[src/rtl/k423_mem_arb_if.sv]
// k423 memory arbiter bus: fetch and LSU request/response channels plus the shared memory port.
interface k423_mem_arb_if #(
    parameter int unsigned CORE_ADDR_W  = 32,
    parameter int unsigned CORE_XLEN    = 32,
    parameter int unsigned CORE_FETCH_W = 64
);
    // Fetch channel
    logic                    if_req_vld_i;
    logic                    if_req_wen_i;
    logic [CORE_ADDR_W-1:0]  if_req_addr_i;
    logic [CORE_XLEN-1:0]    if_req_wdata_i;
    logic                    if_req_rdy_o;
    logic                    if_rsp_vld_o;
    logic [CORE_FETCH_W-1:0] if_rsp_rdata_o;
    logic                    if_kill_i;

    // LSU channel
    logic                    ls_req_vld_i;
    logic                    ls_req_wen_i;
    logic [CORE_ADDR_W-1:0]  ls_req_addr_i;
    logic [CORE_XLEN-1:0]    ls_req_wdata_i;
    logic                    ls_req_rdy_o;
    logic                    ls_rsp_vld_o;
    logic [CORE_XLEN-1:0]    ls_rsp_rdata_o;

    // Memory port
    logic                    mem_req_vld_o;
    logic                    mem_req_wen_o;
    logic [CORE_ADDR_W-1:0]  mem_req_addr_o;
    logic [CORE_XLEN-1:0]    mem_req_wdata_o;
    logic                    mem_req_rdy_i;
    logic                    mem_rsp_vld_i;
    logic [CORE_FETCH_W-1:0] mem_rsp_rdata_i;

    // Arbiter side
    modport slave (
        input  if_req_vld_i, if_req_wen_i, if_req_addr_i, if_req_wdata_i, if_kill_i,
        output if_req_rdy_o, if_rsp_vld_o, if_rsp_rdata_o,
        input  ls_req_vld_i, ls_req_wen_i, ls_req_addr_i, ls_req_wdata_i,
        output ls_req_rdy_o, ls_rsp_vld_o, ls_rsp_rdata_o,
        output mem_req_vld_o, mem_req_wen_o, mem_req_addr_o, mem_req_wdata_o,
        input  mem_req_rdy_i, mem_rsp_vld_i, mem_rsp_rdata_i
    );

    // Core + memory side
    modport master (
        output if_req_vld_i, if_req_wen_i, if_req_addr_i, if_req_wdata_i, if_kill_i,
        input  if_req_rdy_o, if_rsp_vld_o, if_rsp_rdata_o,
        output ls_req_vld_i, ls_req_wen_i, ls_req_addr_i, ls_req_wdata_i,
        input  ls_req_rdy_o, ls_rsp_vld_o, ls_rsp_rdata_o,
        input  mem_req_vld_o, mem_req_wen_o, mem_req_addr_o, mem_req_wdata_o,
        output mem_req_rdy_i, mem_rsp_vld_i, mem_rsp_rdata_i
    );
endinterface

[src/rtl/k423_mem_arb.sv]
// k423 memory arbiter: LSU-priority grant with fetch starvation guard, grant lock,
// in-order outstanding tracking for response routing, and fetch kill on redirect.
module k423_mem_arb #(
    parameter int unsigned OST_DEPTH  = 4,
    parameter int unsigned STARVE_MAX = 3,
    parameter int unsigned CORE_XLEN  = 32
) (
    input  logic          clk_i,
    input  logic          rst_i,
    k423_mem_arb_if.slave bus
);
    localparam int unsigned PTR_W = $clog2(OST_DEPTH);
    localparam int unsigned CNT_W = PTR_W + 1;
    localparam int unsigned STV_W = $clog2(STARVE_MAX + 1);

    localparam logic [0:0] OWN_IF = 1'b0;
    localparam logic [0:0] OWN_LS = 1'b1;

    logic [OST_DEPTH-1:0] owner_q,  owner_d;
    logic [OST_DEPTH-1:0] killed_q, killed_d;
    logic [PTR_W-1:0]     wr_ptr_q, wr_ptr_d;
    logic [PTR_W-1:0]     rd_ptr_q, rd_ptr_d;
    logic [CNT_W-1:0]     cnt_q,    cnt_d;
    logic                 lock_q,   lock_d;
    logic [0:0]           lock_own_q, lock_own_d;
    logic [STV_W-1:0]     starve_q, starve_d;

    logic       full, empty;
    logic [0:0] gnt_own;
    logic       gnt_vld, req_vld;
    logic       push, pop, if_hs, ls_hs;
    logic [0:0] head_own;
    logic       head_kill;

    // Grant selection, handshakes and response routing (all zero-cycle)
    always_comb begin
        full  = (cnt_q == CNT_W'(OST_DEPTH));
        empty = (cnt_q == '0);

        if (lock_q) begin
            gnt_own = lock_own_q;
        end else if (bus.ls_req_vld_i &&
                     !(bus.if_req_vld_i && (starve_q == STV_W'(STARVE_MAX)))) begin
            gnt_own = OWN_LS;
        end else begin
            gnt_own = OWN_IF;
        end

        gnt_vld = (gnt_own == OWN_LS) ? bus.ls_req_vld_i : bus.if_req_vld_i;
        req_vld = ~rst_i & ~full & gnt_vld;
        push    = req_vld & bus.mem_req_rdy_i;
        if_hs   = push & (gnt_own == OWN_IF);
        ls_hs   = push & (gnt_own == OWN_LS);

        pop       = ~rst_i & bus.mem_rsp_vld_i & ~empty;
        head_own  = owner_q[rd_ptr_q];
        head_kill = killed_q[rd_ptr_q];

        bus.mem_req_vld_o   = req_vld;
        bus.mem_req_wen_o   = (gnt_own == OWN_LS) ? bus.ls_req_wen_i   : bus.if_req_wen_i;
        bus.mem_req_addr_o  = (gnt_own == OWN_LS) ? bus.ls_req_addr_i  : bus.if_req_addr_i;
        bus.mem_req_wdata_o = (gnt_own == OWN_LS) ? bus.ls_req_wdata_i : bus.if_req_wdata_i;
        bus.if_req_rdy_o    = if_hs;
        bus.ls_req_rdy_o    = ls_hs;

        bus.if_rsp_vld_o    = pop & (head_own == OWN_IF) & ~head_kill & ~bus.if_kill_i;
        bus.if_rsp_rdata_o  = bus.mem_rsp_rdata_i;
        bus.ls_rsp_vld_o    = pop & (head_own == OWN_LS);
        bus.ls_rsp_rdata_o  = bus.mem_rsp_rdata_i[CORE_XLEN-1:0];
    end

    // Next state for outstanding FIFO, grant lock and starvation counter
    always_comb begin
        owner_d    = owner_q;
        killed_d   = killed_q;
        wr_ptr_d   = wr_ptr_q;
        rd_ptr_d   = rd_ptr_q;
        cnt_d      = cnt_q;
        lock_d     = 1'b0;
        lock_own_d = lock_own_q;
        starve_d   = starve_q;

        // Owner bit 0 marks fetch entries; stale slots are rewritten on push
        if (bus.if_kill_i) begin
            killed_d = killed_q | ~owner_q;
        end

        if (push) begin
            owner_d[wr_ptr_q]  = gnt_own;
            killed_d[wr_ptr_q] = (gnt_own == OWN_IF) & bus.if_kill_i;
            wr_ptr_d           = wr_ptr_q + PTR_W'(1);
        end

        if (pop) begin
            rd_ptr_d = rd_ptr_q + PTR_W'(1);
        end

        case ({push, pop})
            2'b10:   cnt_d = cnt_q + CNT_W'(1);
            2'b01:   cnt_d = cnt_q - CNT_W'(1);
            default: cnt_d = cnt_q;
        endcase

        if (req_vld && !bus.mem_req_rdy_i) begin
            lock_d     = 1'b1;
            lock_own_d = gnt_own;
        end

        if (if_hs || !bus.if_req_vld_i) begin
            starve_d = '0;
        end else if (ls_hs && (starve_q != STV_W'(STARVE_MAX))) begin
            starve_d = starve_q + STV_W'(1);
        end
    end

    // State registers
    always_ff @(posedge clk_i) begin
        if (rst_i) begin
            owner_q    <= '0;
            killed_q   <= '0;
            wr_ptr_q   <= '0;
            rd_ptr_q   <= '0;
            cnt_q      <= '0;
            lock_q     <= 1'b0;
            lock_own_q <= OWN_IF;
            starve_q   <= '0;
        end else begin
            owner_q    <= owner_d;
            killed_q   <= killed_d;
            wr_ptr_q   <= wr_ptr_d;
            rd_ptr_q   <= rd_ptr_d;
            cnt_q      <= cnt_d;
            lock_q     <= lock_d;
            lock_own_q <= lock_own_d;
            starve_q   <= starve_d;
        end
    end
endmodule

[src/flat_wrapper.sv]
// flat-port wrapper written by rule: the top's interface ports become plain ports
module k423_mem_arb_flat 
#(
    parameter int unsigned OST_DEPTH  = 4,
    parameter int unsigned STARVE_MAX = 3,
    parameter int unsigned CORE_XLEN  = 32
)
  (clk_i, rst_i, bus_if_req_vld_i, bus_if_req_wen_i, bus_if_req_addr_i, bus_if_req_wdata_i, bus_if_kill_i, bus_if_req_rdy_o, bus_if_rsp_vld_o, bus_if_rsp_rdata_o, bus_ls_req_vld_i, bus_ls_req_wen_i, bus_ls_req_addr_i, bus_ls_req_wdata_i, bus_ls_req_rdy_o, bus_ls_rsp_vld_o, bus_ls_rsp_rdata_o, bus_mem_req_vld_o, bus_mem_req_wen_o, bus_mem_req_addr_o, bus_mem_req_wdata_o, bus_mem_req_rdy_i, bus_mem_rsp_vld_i, bus_mem_rsp_rdata_i);
  k423_mem_arb_if #(.CORE_ADDR_W((32)), .CORE_XLEN(CORE_XLEN), .CORE_FETCH_W((64))) bus_i ();
  input  logic clk_i;
  input  logic rst_i;
  input wire logic [$bits(bus_i.if_req_vld_i)-1:0] bus_if_req_vld_i;
  input wire logic [$bits(bus_i.if_req_wen_i)-1:0] bus_if_req_wen_i;
  input wire logic [$bits(bus_i.if_req_addr_i)-1:0] bus_if_req_addr_i;
  input wire logic [$bits(bus_i.if_req_wdata_i)-1:0] bus_if_req_wdata_i;
  input wire logic [$bits(bus_i.if_kill_i)-1:0] bus_if_kill_i;
  output wire logic [$bits(bus_i.if_req_rdy_o)-1:0] bus_if_req_rdy_o;
  output wire logic [$bits(bus_i.if_rsp_vld_o)-1:0] bus_if_rsp_vld_o;
  output wire logic [$bits(bus_i.if_rsp_rdata_o)-1:0] bus_if_rsp_rdata_o;
  input wire logic [$bits(bus_i.ls_req_vld_i)-1:0] bus_ls_req_vld_i;
  input wire logic [$bits(bus_i.ls_req_wen_i)-1:0] bus_ls_req_wen_i;
  input wire logic [$bits(bus_i.ls_req_addr_i)-1:0] bus_ls_req_addr_i;
  input wire logic [$bits(bus_i.ls_req_wdata_i)-1:0] bus_ls_req_wdata_i;
  output wire logic [$bits(bus_i.ls_req_rdy_o)-1:0] bus_ls_req_rdy_o;
  output wire logic [$bits(bus_i.ls_rsp_vld_o)-1:0] bus_ls_rsp_vld_o;
  output wire logic [$bits(bus_i.ls_rsp_rdata_o)-1:0] bus_ls_rsp_rdata_o;
  output wire logic [$bits(bus_i.mem_req_vld_o)-1:0] bus_mem_req_vld_o;
  output wire logic [$bits(bus_i.mem_req_wen_o)-1:0] bus_mem_req_wen_o;
  output wire logic [$bits(bus_i.mem_req_addr_o)-1:0] bus_mem_req_addr_o;
  output wire logic [$bits(bus_i.mem_req_wdata_o)-1:0] bus_mem_req_wdata_o;
  input wire logic [$bits(bus_i.mem_req_rdy_i)-1:0] bus_mem_req_rdy_i;
  input wire logic [$bits(bus_i.mem_rsp_vld_i)-1:0] bus_mem_rsp_vld_i;
  input wire logic [$bits(bus_i.mem_rsp_rdata_i)-1:0] bus_mem_rsp_rdata_i;
  assign bus_i.if_req_vld_i = bus_if_req_vld_i;
  assign bus_i.if_req_wen_i = bus_if_req_wen_i;
  assign bus_i.if_req_addr_i = bus_if_req_addr_i;
  assign bus_i.if_req_wdata_i = bus_if_req_wdata_i;
  assign bus_i.if_kill_i = bus_if_kill_i;
  assign bus_if_req_rdy_o = bus_i.if_req_rdy_o;
  assign bus_if_rsp_vld_o = bus_i.if_rsp_vld_o;
  assign bus_if_rsp_rdata_o = bus_i.if_rsp_rdata_o;
  assign bus_i.ls_req_vld_i = bus_ls_req_vld_i;
  assign bus_i.ls_req_wen_i = bus_ls_req_wen_i;
  assign bus_i.ls_req_addr_i = bus_ls_req_addr_i;
  assign bus_i.ls_req_wdata_i = bus_ls_req_wdata_i;
  assign bus_ls_req_rdy_o = bus_i.ls_req_rdy_o;
  assign bus_ls_rsp_vld_o = bus_i.ls_rsp_vld_o;
  assign bus_ls_rsp_rdata_o = bus_i.ls_rsp_rdata_o;
  assign bus_mem_req_vld_o = bus_i.mem_req_vld_o;
  assign bus_mem_req_wen_o = bus_i.mem_req_wen_o;
  assign bus_mem_req_addr_o = bus_i.mem_req_addr_o;
  assign bus_mem_req_wdata_o = bus_i.mem_req_wdata_o;
  assign bus_i.mem_req_rdy_i = bus_mem_req_rdy_i;
  assign bus_i.mem_rsp_vld_i = bus_mem_rsp_vld_i;
  assign bus_i.mem_rsp_rdata_i = bus_mem_rsp_rdata_i;
  k423_mem_arb #(.OST_DEPTH(OST_DEPTH), .STARVE_MAX(STARVE_MAX), .CORE_XLEN(CORE_XLEN)) u_core (.clk_i(clk_i), .rst_i(rst_i), .bus(bus_i));
endmodule
[config.mk]
export PLATFORM = sky130hd
export DESIGN_NAME = k423_mem_arb_flat
export DESIGN_NICKNAME = d
export VERILOG_FILES = /design/src/rtl/k423_mem_arb_if.sv /design/src/rtl/k423_mem_arb.sv /design/src/flat_wrapper.sv
export SDC_FILE = /design/constraint.sdc
export NUM_CORES = 1
export LEC_CHECK = 0
export ABC_AREA = 1
export CAP_MARGIN = 25
export CORE_AREA = 5 5 139 141
export DETAILED_ROUTE_END_ITERATION = 6
export DIE_AREA = 0 0 144 146
export PLACE_DENSITY = 0.53
export SLEW_MARGIN = 10
export SYNTH_ARGS = -nofsm -noshare
export SYNTH_HDL_FRONTEND = slang
export SYNTH_SLANG_ARGS = --single-unit
[constraint.sdc]
create_clock -name clk_i -period 2 [get_ports clk_i]
set_input_delay 0.2 -clock clk_i [delete_from_list [all_inputs] [get_ports clk_i]]
set_output_delay 0.2 -clock clk_i [all_outputs]
set_load 0.005 [all_outputs]
==> results list, run 1 <==
* Max-cap viol count: 0
- Gp weighted congestion: 0.808
* Post-synthesis to final-layout area growth: 85.1%
* Power, Total: 1.83 mW
- Via density per instance: 3.68
- Buffer cell driving the clock tree root: sky130_fd_sc_hd__clkbuf_16
* Count of vias placed by the detailed router: 3,069
- Clock-pin slew on the worst setup and hold paths: 60 ps
* Type of the tightest min-delay check: input port to output port
* Initial antenna violation count: 0
* Most frequent cells in the layout: 216 x sky130_fd_sc_hd__nand2_1, 137 x sky130_fd_sc_hd__clkdlybuf4s50_1, 46 x sky130_fd_sc_hd__dlymetal6s2s_1
- Hold_buf cts: 0
* Number of pins with negative max-slew slack in the final report: 0
- The later pin in the worst-skew pair is clocked with a latency of 250 ps.
* Placeable core region: 17,800 µm²
- After layout, the worst setup slack is -146 ps.
* Net total in the final layout: 814
- Data on the critical path arrives at its endpoint at 2290 ps.
* Static leakage: 2.70 nW
* CTS tree: done
- The critical path is of the flop to flop type.
* Die area: 21,000 µm²
- Layout cell share with drive strength beyond 1: 17.0%
* Diode insertion count for antenna repair: 0
- The final reports fail on negative setup slack.
* Share of async-settable or async-resettable flops after synthesis: 0%
- First-pass GRT wire length: 17,500 µm
* Post-synthesis register bit count: 19
* Predominant post-synthesis flop cell: sky130_fd_sc_hd__dfxtp_1
- WL per Instance: 14.8 µm
- Slew of the pin with the lowest slew margin: 332 ps
- In this run the remaining antenna-violating nets after routing total 0.
* Critical path peak fanout: 2
- In this run the tightest slew margin relative to its limit is 77.7%.
- Setup repair after global routing could not meet its margin everywhere.
- Count of buffers from port buffering: 206
- Post-synth EDFFs: 0
- Row generation in the floorplan step produced 49 rows.
- Clock period minus final worst setup slack: 2150 ps
- Number of global-route vias before repair: 3,081
* Maximum clock skew at final layout: 4.18 ps
* Cells after synthesis: 458
- Global route total overflow: 0
- Leaving out filler cells and counting taps, the final layout contains 834.
- Number of I/O pins: 367
- Total count of hold-check failures in the final report: 0
- The worst setup path is captured at a flop.
* Final period util: 107%
- Distinct cell type count of the synthesized netlist: 30
- Entering global routing, the biggest net connects 28 pins.
* Starting density of the core: 14.9%
- Before antenna repair, the detailed router went through 4 iterations.
- Across every metal layer, demand over resource in global routing totals 10.5%.
- Once layout is complete, the utilization of the core stands at 27.6%.
- Placed Cells: 810
* Peak Freq: 466 MHz
* Result of the run: finished with violations
- The clock net in this run drives a total of 19 sinks.
- Detailed Route Iter0 Violations: 147
- Dividing the synthesized area by the synthesized cell count gives 5.81 µm².
- Remaining DRCs: 0
* Post-synthesis net count: 666
- STA puts the critical path data required time at 2140 ps.
* Post-detailed-routing wire length: 12,400 µm
- Leaving out fill and tap cells, the most frequent cell in the layout is sky130_fd_sc_hd__nand2_1.
* Total number of H-tree levels: 1
- The worst setup path is launched from a flop.
- Yosys printed 0 warnings.
* Maximum root-to-sink buffer count: 2
* Setup violations, final: 5
- Post-Place Worst Slack: -210 ps
- From left edge to right edge, the die measures 144 µm.
- Power per cell area: 371 nW/µm²
- Half-perimeter wire length after placement: 9950 µm
- Die height: 146 µm
* Maximum vdd ir drop: 489 µV
* Number of buffers created by CTS: 3
- Netlist area before placement: 2660 µm²
- Sequential cell area fraction in the yosys report: 14.3%
[worst max-delay path, stage by stage, from the launching register on]
cell and delay (ps):
sky130_fd_sc_hd__dfxtp_2 360, sky130_fd_sc_hd__ha_4 160, sky130_fd_sc_hd__nand2_4 50, sky130_fd_sc_hd__nand3_4 90, sky130_fd_sc_hd__buf_6 110, sky130_fd_sc_hd__buf_6 80
sky130_fd_sc_hd__buf_6 90, sky130_fd_sc_hd__nand3_4 70, sky130_fd_sc_hd__nand3_4 90, sky130_fd_sc_hd__ha_4 140, sky130_fd_sc_hd__inv_4 30, sky130_fd_sc_hd__fa_2 370
sky130_fd_sc_hd__a21oi_2 150, sky130_fd_sc_hd__o21ai_2 70, sky130_fd_sc_hd__o21ai_1 120, sky130_fd_sc_hd__a21oi_1 50
[through the flow]
stage                     hold WS, ps  area [µm²]  setup TNS (ps)
after floorplan                   364        2670               0
final                             400        4920            -482
after CTS                         400        4580           -9090
after global placement            400        4440           -9590
after detailed placement          400        4440          -10360
after global routing              400        4920           -1150
[registers in the layout (all words and copies together) (netlist names)]
register and count:
u_core.rd_ptr_q 2, u_core.cnt_q 3, u_core.starve_q 2, u_core.owner_q 4
u_core.lock_own_q 1, u_core.killed_q 4, u_core.wr_ptr_q 2, u_core.lock_q 1
[metal layers]
layer | vias to the layer above | GRT usage (%) | part of all wire [%]
met5 | - | 0 | 0
met4 | 0 | 1.08 | 0.81
met3 | 10 | 6.18 | 13
met2 | 185 | 18.6 | 51
met1 | 1285 | 11.0 | 35
li1 | 1589 | - | -
[final timing paths]
check	startpoint	end	slack, ps	cells after the start
min	bus_mem_rsp_rdata_i[34]	bus_if_rsp_rdata_o[34]	400	0
min reg2reg	u_core.lock_own_q$_SDFFE_PP0P_	u_core.lock_own_q$_SDFFE_PP0P_	480	2
max reg2reg	u_core.starve_q[0]$_SDFFE_PP0P_	u_core.cnt_q[2]$_SDFFE_PP0P_	-150	15
max	u_core.starve_q[0]$_SDFFE_PP0P_	u_core.cnt_q[2]$_SDFFE_PP0P_	-150	15
[final cells by class]
class,count,area (µm²)
fillers,1978,12900
repair buffers,254,2590
multi-input cells,298,1440
flip-flops and latches,19,384
well taps,229,287
inverters,29,126
clock buffers,3,75.1
repair inverters,1,8.76
clock inverters,1,5.00
[cell families after synthesis]
family	synth area share, %
and+or+nand+nor	40.6
buffers and inverters	35.0
AOI/OAI and AO/OA	6.49
DFF	14.3
adders and majority gates	3.57
[power by group]
part	internal [mW]	total, mW	switching (mW)
logic	0.606	0.998	0.392
registers	0.400	0.416	0.0156
clock network	0.268	0.413	0.145
[Yosys cell counts, types with 2 or more instances]
| cell | count | area share (%) |
|---|---|---|
| sky130_fd_sc_hd__a21oi_2 | 2 | 0.66 |
| sky130_fd_sc_hd__nand3_1 | 2 | 0.38 |
| sky130_fd_sc_hd__ha_1 | 6 | 2.8 |
| sky130_fd_sc_hd__buf_2 | 3 | 0.56 |
| sky130_fd_sc_hd__nand2_2 | 2 | 0.47 |
| sky130_fd_sc_hd__inv_4 | 2 | 0.47 |
| sky130_fd_sc_hd__nand3_2 | 2 | 0.75 |
| sky130_fd_sc_hd__buf_4 | 101 | 29 |
| sky130_fd_sc_hd__nor2_2 | 3 | 0.71 |
| sky130_fd_sc_hd__dfxtp_1 | 19 | 14 |
| sky130_fd_sc_hd__nand2_1 | 219 | 31 |
| sky130_fd_sc_hd__buf_6 | 2 | 0.85 |
| sky130_fd_sc_hd__a21oi_1 | 14 | 2.6 |
| sky130_fd_sc_hd__nand4_1 | 5 | 1.2 |
| sky130_fd_sc_hd__inv_1 | 26 | 3.7 |
| sky130_fd_sc_hd__nor2_1 | 18 | 2.5 |
| sky130_fd_sc_hd__o21ai_0 | 14 | 2.6 |
| sky130_fd_sc_hd__clkbuf_1 | 6 | 0.85 |
[timing repair]
action	4_1_cts	5_1_grt
resized for setup	34	115
pin swaps	2	8
cloned	1	4
hold endpoints to repair	0	0
setup endpoints to repair	70	63
setup buffers	3	13
Power figures use the tool's default switching activity.
==> inputs of run 2 (changes only) <==
--- a/config.mk
+++ b/config.mk
@@ -7,10 +7,10 @@
 export LEC_CHECK = 0
 export ABC_AREA = 1
 export CAP_MARGIN = 25
-export CORE_AREA = 5 5 139 141
+export CORE_AREA = 5 5 141 143
 export DETAILED_ROUTE_END_ITERATION = 6
-export DIE_AREA = 0 0 144 146
-export PLACE_DENSITY = 0.53
+export DIE_AREA = 0 0 146 148
+export PLACE_DENSITY = 0.5
 export SLEW_MARGIN = 10
 export SYNTH_ARGS = -nofsm -noshare
 export SYNTH_HDL_FRONTEND = slang
==> constraint.sdc (replaced) <==
create_clock -name clk_i -period 2.2 [get_ports clk_i]
set_input_delay 0.22 -clock clk_i [delete_from_list [all_inputs] [get_ports clk_i]]
set_output_delay 0.22 -clock clk_i [all_outputs]
set_load 0.005 [all_outputs]
==> run 2 against run 1 <==
The run now ends clean. Cell count decreased by 0.96%. Setup slack improved by 210 ps. Via count decreased by 0.81%. Sequential power decreased by 9.4%. Cell area increased by 0.81%. Power decreased by 6.7%. Combinational power decreased by 4.4%. Clock skew decreased by 3.7 ps. Sequential cell count unchanged. Critical endpoint is now bus_mem_req_addr_o[30].
==> results list, run 2 (synthesis gave the netlist of run 1 again) <==
* Result of the run: completed
* Unrepaired setup endpoints after global routing: yes
- Initial antenna violation count: 0 (unchanged)
- Utilization of the core after routing: 26.9% (-0.70 points)
- The worst slew slack as a fraction of its limit came to 78.1% (+0.47 points).
* Library cell appearing most often on the critical path: sky130_fd_sc_hd__nand2_1
* Die area: 21,600 µm² (+2.8%)
- Placed standard-cell area: 4350 µm² (-2.1%)
- The detailed-router iteration count before antenna repair was 4 (unchanged).
- The worst path setup slack after routing came to 61.3 ps (+207 ps).
* Site row count: 50 (+2.0%)
- The final critical path takes up 97.2% of the cycle.
- Static leakage: 2.66 nW (-1.6%)
- Post-route antenna net violation count: 0 (unchanged)
* Buffer cell driving the clock tree root: sky130_fd_sc_hd__clkbuf_16
* Net total in the final layout: 801 (-1.6%)
- Number of pins with negative max-slew slack in the final report: 0 (unchanged)
- The maximum root-to-sink buffer count is 2 (unchanged).
- The register cell area after layout is 384 µm² (unchanged).
- Type of the tightest min-delay check: input port to output port
* Commonest non-fill, non-tap cell in the layout: sky130_fd_sc_hd__nand2_1
* Global route total overflow: 0 (unchanged)
* CTS tree: done
* Setup total negative slack: 0 ps (+482 ps)
- GRT Total Usage: 10.6% (+0.066 points)
- Hold path endpoint: bus_if_rsp_rdata_o[34]
* Number of I/O pins: 367 (unchanged)
- Data arrival at the endpoint of the critical path: 1920 ps (-370 ps)
- The count of H-tree levels built during CTS was 1 (unchanged).
- The final instance area is 4960 µm² (+0.81%).
- The post-layout instance count excluding filler cells came to 826 (-0.96%).
- The top cell types in the final layout, fill and taps aside, are 216 x sky130_fd_sc_hd__nand2_1, 142 x sky130_fd_sc_hd__clkdlybuf4s50_1, 44 x sky130_fd_sc_hd__dlymetal6s2s_1.
- The vertical die dimension is 148 µm (+1.4%).
- The maximum number of pins on one net before global-route repair is 27 (-3.6%).
* First-pass GRT wire length: 17,800 µm (+1.8%)
- The area occupied by multi-input gates came to 1400 µm² (-3.3%).
* Placeable core region: 18,500 µm² (+3.4%)
- Remaining DRCs: 0 (unchanged)
- For this run, the top clock speed supported by timing is 468 MHz.
- Largest registers ranked by flip-flop count: u_core.killed_q (4), u_core.owner_q (4), u_core.cnt_q (3)
* Instance count along the most critical hold path: 0 (unchanged)
- The worst hold slack is 440 ps (+40.0 ps).
- Critical Path End Type: output port
- The overall via count from detail_route is 3,044 (-0.81%).
* Combinational Power Share: 55.9% (+1.3 points)
- Diode insertion count for antenna repair: 0 (unchanged)
- The number of global-route vias before repair was 2,989 (-3.0%).
- Via density per instance: 3.69 (+0.15%)
- Reg-to-reg slack, setup: 150 ps (+300 ps)
* Starting density of the core: 14.4% (-0.50 points)
- Buffers and inverters on the worst path: 3 (-1)
- Clock-pin slew on the worst setup and hold paths: 50 ps (about the same)
- Critical path's top delay family: buffers and inverters
- Clock insertion delay at the later pin of the skew report: 250 ps (about the same)
- Maximum clock skew at final layout: 0.481 ps (-3.70 ps)
- Critical path peak fanout: 10 (+8)
- Worst endpoint required time: 1980 ps (-160 ps)
- The routability congestion estimate came to 0.787 (-2.6%).
- The post-cts hold buffer count was 0 (unchanged).
- The power density over the cells is 344 nW/µm² (-7.4%).
- Power, Total: 1.71 mW (-6.7%)
- The worst slack after detailed placement is -76.4 ps (+134 ps).
- Total count of hold-check failures in the final report: 0 (unchanged)
- Max-cap viol count: 0 (unchanged)
- WL per Instance: 16.2 µm (+9.4%)
- Slew of the pin with the lowest slew margin: 325 ps (-7.01 ps)
- Fillers: 2,032 (+2.7%)
- Setup violations, final: 0 (-5)
- The critical path is of the flop to output port type.
- The fraction of power spent switching nets came to 30.1% (-0.13 points).
- The TritonCTS buffer count was 3 (unchanged).
* Post-detailed-routing wire length: 13,400 µm (+8.4%)
- Post-synthesis to final-layout area growth: 86.6%
* Half-perimeter wire length after placement: 10,200 µm (+2.6%)
- Startpoint of the tightest hold check path: bus_mem_rsp_rdata_i[34]
- Count of buffers from port buffering: 206 (unchanged)
* Endpoint of the lowest-slack register-to-register path: u_core.cnt_q[2]$_SDFFE_PP0P_
- Detailed Route Iter0 Violations: 100 (-32%)
- The power share of the sequential group came to 22.1% (-0.7 points).
- Traced cell by cell, the critical path runs through ha_4 > nand2_2 > nand3_4 > nand2_8 > inv_12 > buf_8 > nand2_1 > nand2_1 > clkdlybuf4s50_1.
- Cell with the largest stage delay on the worst path: sky130_fd_sc_hd__clkdlybuf4s50_1
* Horiz. Die Dim: 146 µm (+1.4%)
* Sinks on the clock net: 19 (unchanged)
* Clock power share: 21.9% (-0.7 points)
* Clock period minus final worst setup slack: 2140 ps
* Maximum single-stage delay on the critical path: 510 ps (+140 ps)
- Internal power component: 1.19 mW (-6.5%)
* Startpoint type of the worst setup path: flop
- Layout cell share with drive strength beyond 1: 11.0% (-6.0 points)
* Placed Cells: 800 (-1.2%)
- Maximum vdd ir drop: 230 µV (-53%)
* Crit path from: u_core.starve_q[0]$_SDFFE_PP0P_
- Switching pwr: 0.514 mW (-7.0%)
* Depth of the most critical reg-to-reg path: 11 (-4)
- In this run the critical register-to-register path is launched from u_core.lock_q$_SDFF_PP0_.
[run 2: cell count changes in the layout (fill, tap and decap cells not counted), moves of 2 or more]
cell                              before  now
sky130_fd_sc_hd__clkbuf_16             5    8
sky130_fd_sc_hd__buf_6                 7    1
sky130_fd_sc_hd__o21ai_0              11   14
sky130_fd_sc_hd__buf_16                1    4
sky130_fd_sc_hd__dlymetal6s2s_1       46   44
sky130_fd_sc_hd__buf_4                31   19
sky130_fd_sc_hd__clkdlybuf4s50_1     137  142
sky130_fd_sc_hd__clkbuf_2             18    0
sky130_fd_sc_hd__clkdlybuf4s15_1       0    8
sky130_fd_sc_hd__dlygate4sd2_1         5   12
sky130_fd_sc_hd__o21ai_1               2    0
[run 2: cell type report]
class                           count  area share (%)
Multi-Input combinational cell    298            28.1
Sequential cell                    19            7.74
Tap cell                          234            5.90
Clock buffer                        4            1.59
Timing Repair Buffer              242            54.2
Inverter                           29            2.50
[run 2: worst max-delay path by stage]
stage,end,slack (ps),cells past startpoint
after global routing,bus_mem_req_addr_o[7],-30,9
after detailed placement,bus_mem_req_addr_o[6],-80,9
after global placement,bus_mem_req_addr_o[6],-60,9
final,bus_mem_req_addr_o[30],60,9
after floorplan,u_core.cnt_q[2]$_SDFFE_PP0P_,120,12
after CTS,bus_mem_req_wdata_o[13],-3,10
[run 2: metal layers]
metal	global-route usage (%)	vias up	share of wire [%]	routed length [µm]
met1	10.5	1288	35	4750
met4	1.27	0	0.50	67
met3	6.19	4	12	1610
li1	-	1567	-	-
met2	19.7	185	52	6970
met5	0	-	0	0
[run 2: timing repair]
item | CTS | global route
resized for setup | 38 | 58
pin swaps | 1 | 1
cloned | 4 | 5
setup buffers | 4 | 9
setup endpoints to repair | 67 | 41
[run 2: power groups by stage]
stage | Combinational, mW | Clock, mW | Sequential [mW]
floorplan | 0.426 | 0 | 0.380
global placement | 0.876 | 0 | 0.384
CTS | 0.926 | 0.390 | 0.377
finish | 0.954 | 0.374 | 0.377
detailed placement | 0.873 | 0 | 0.384
global route | 1.04 | 0.404 | 0.380
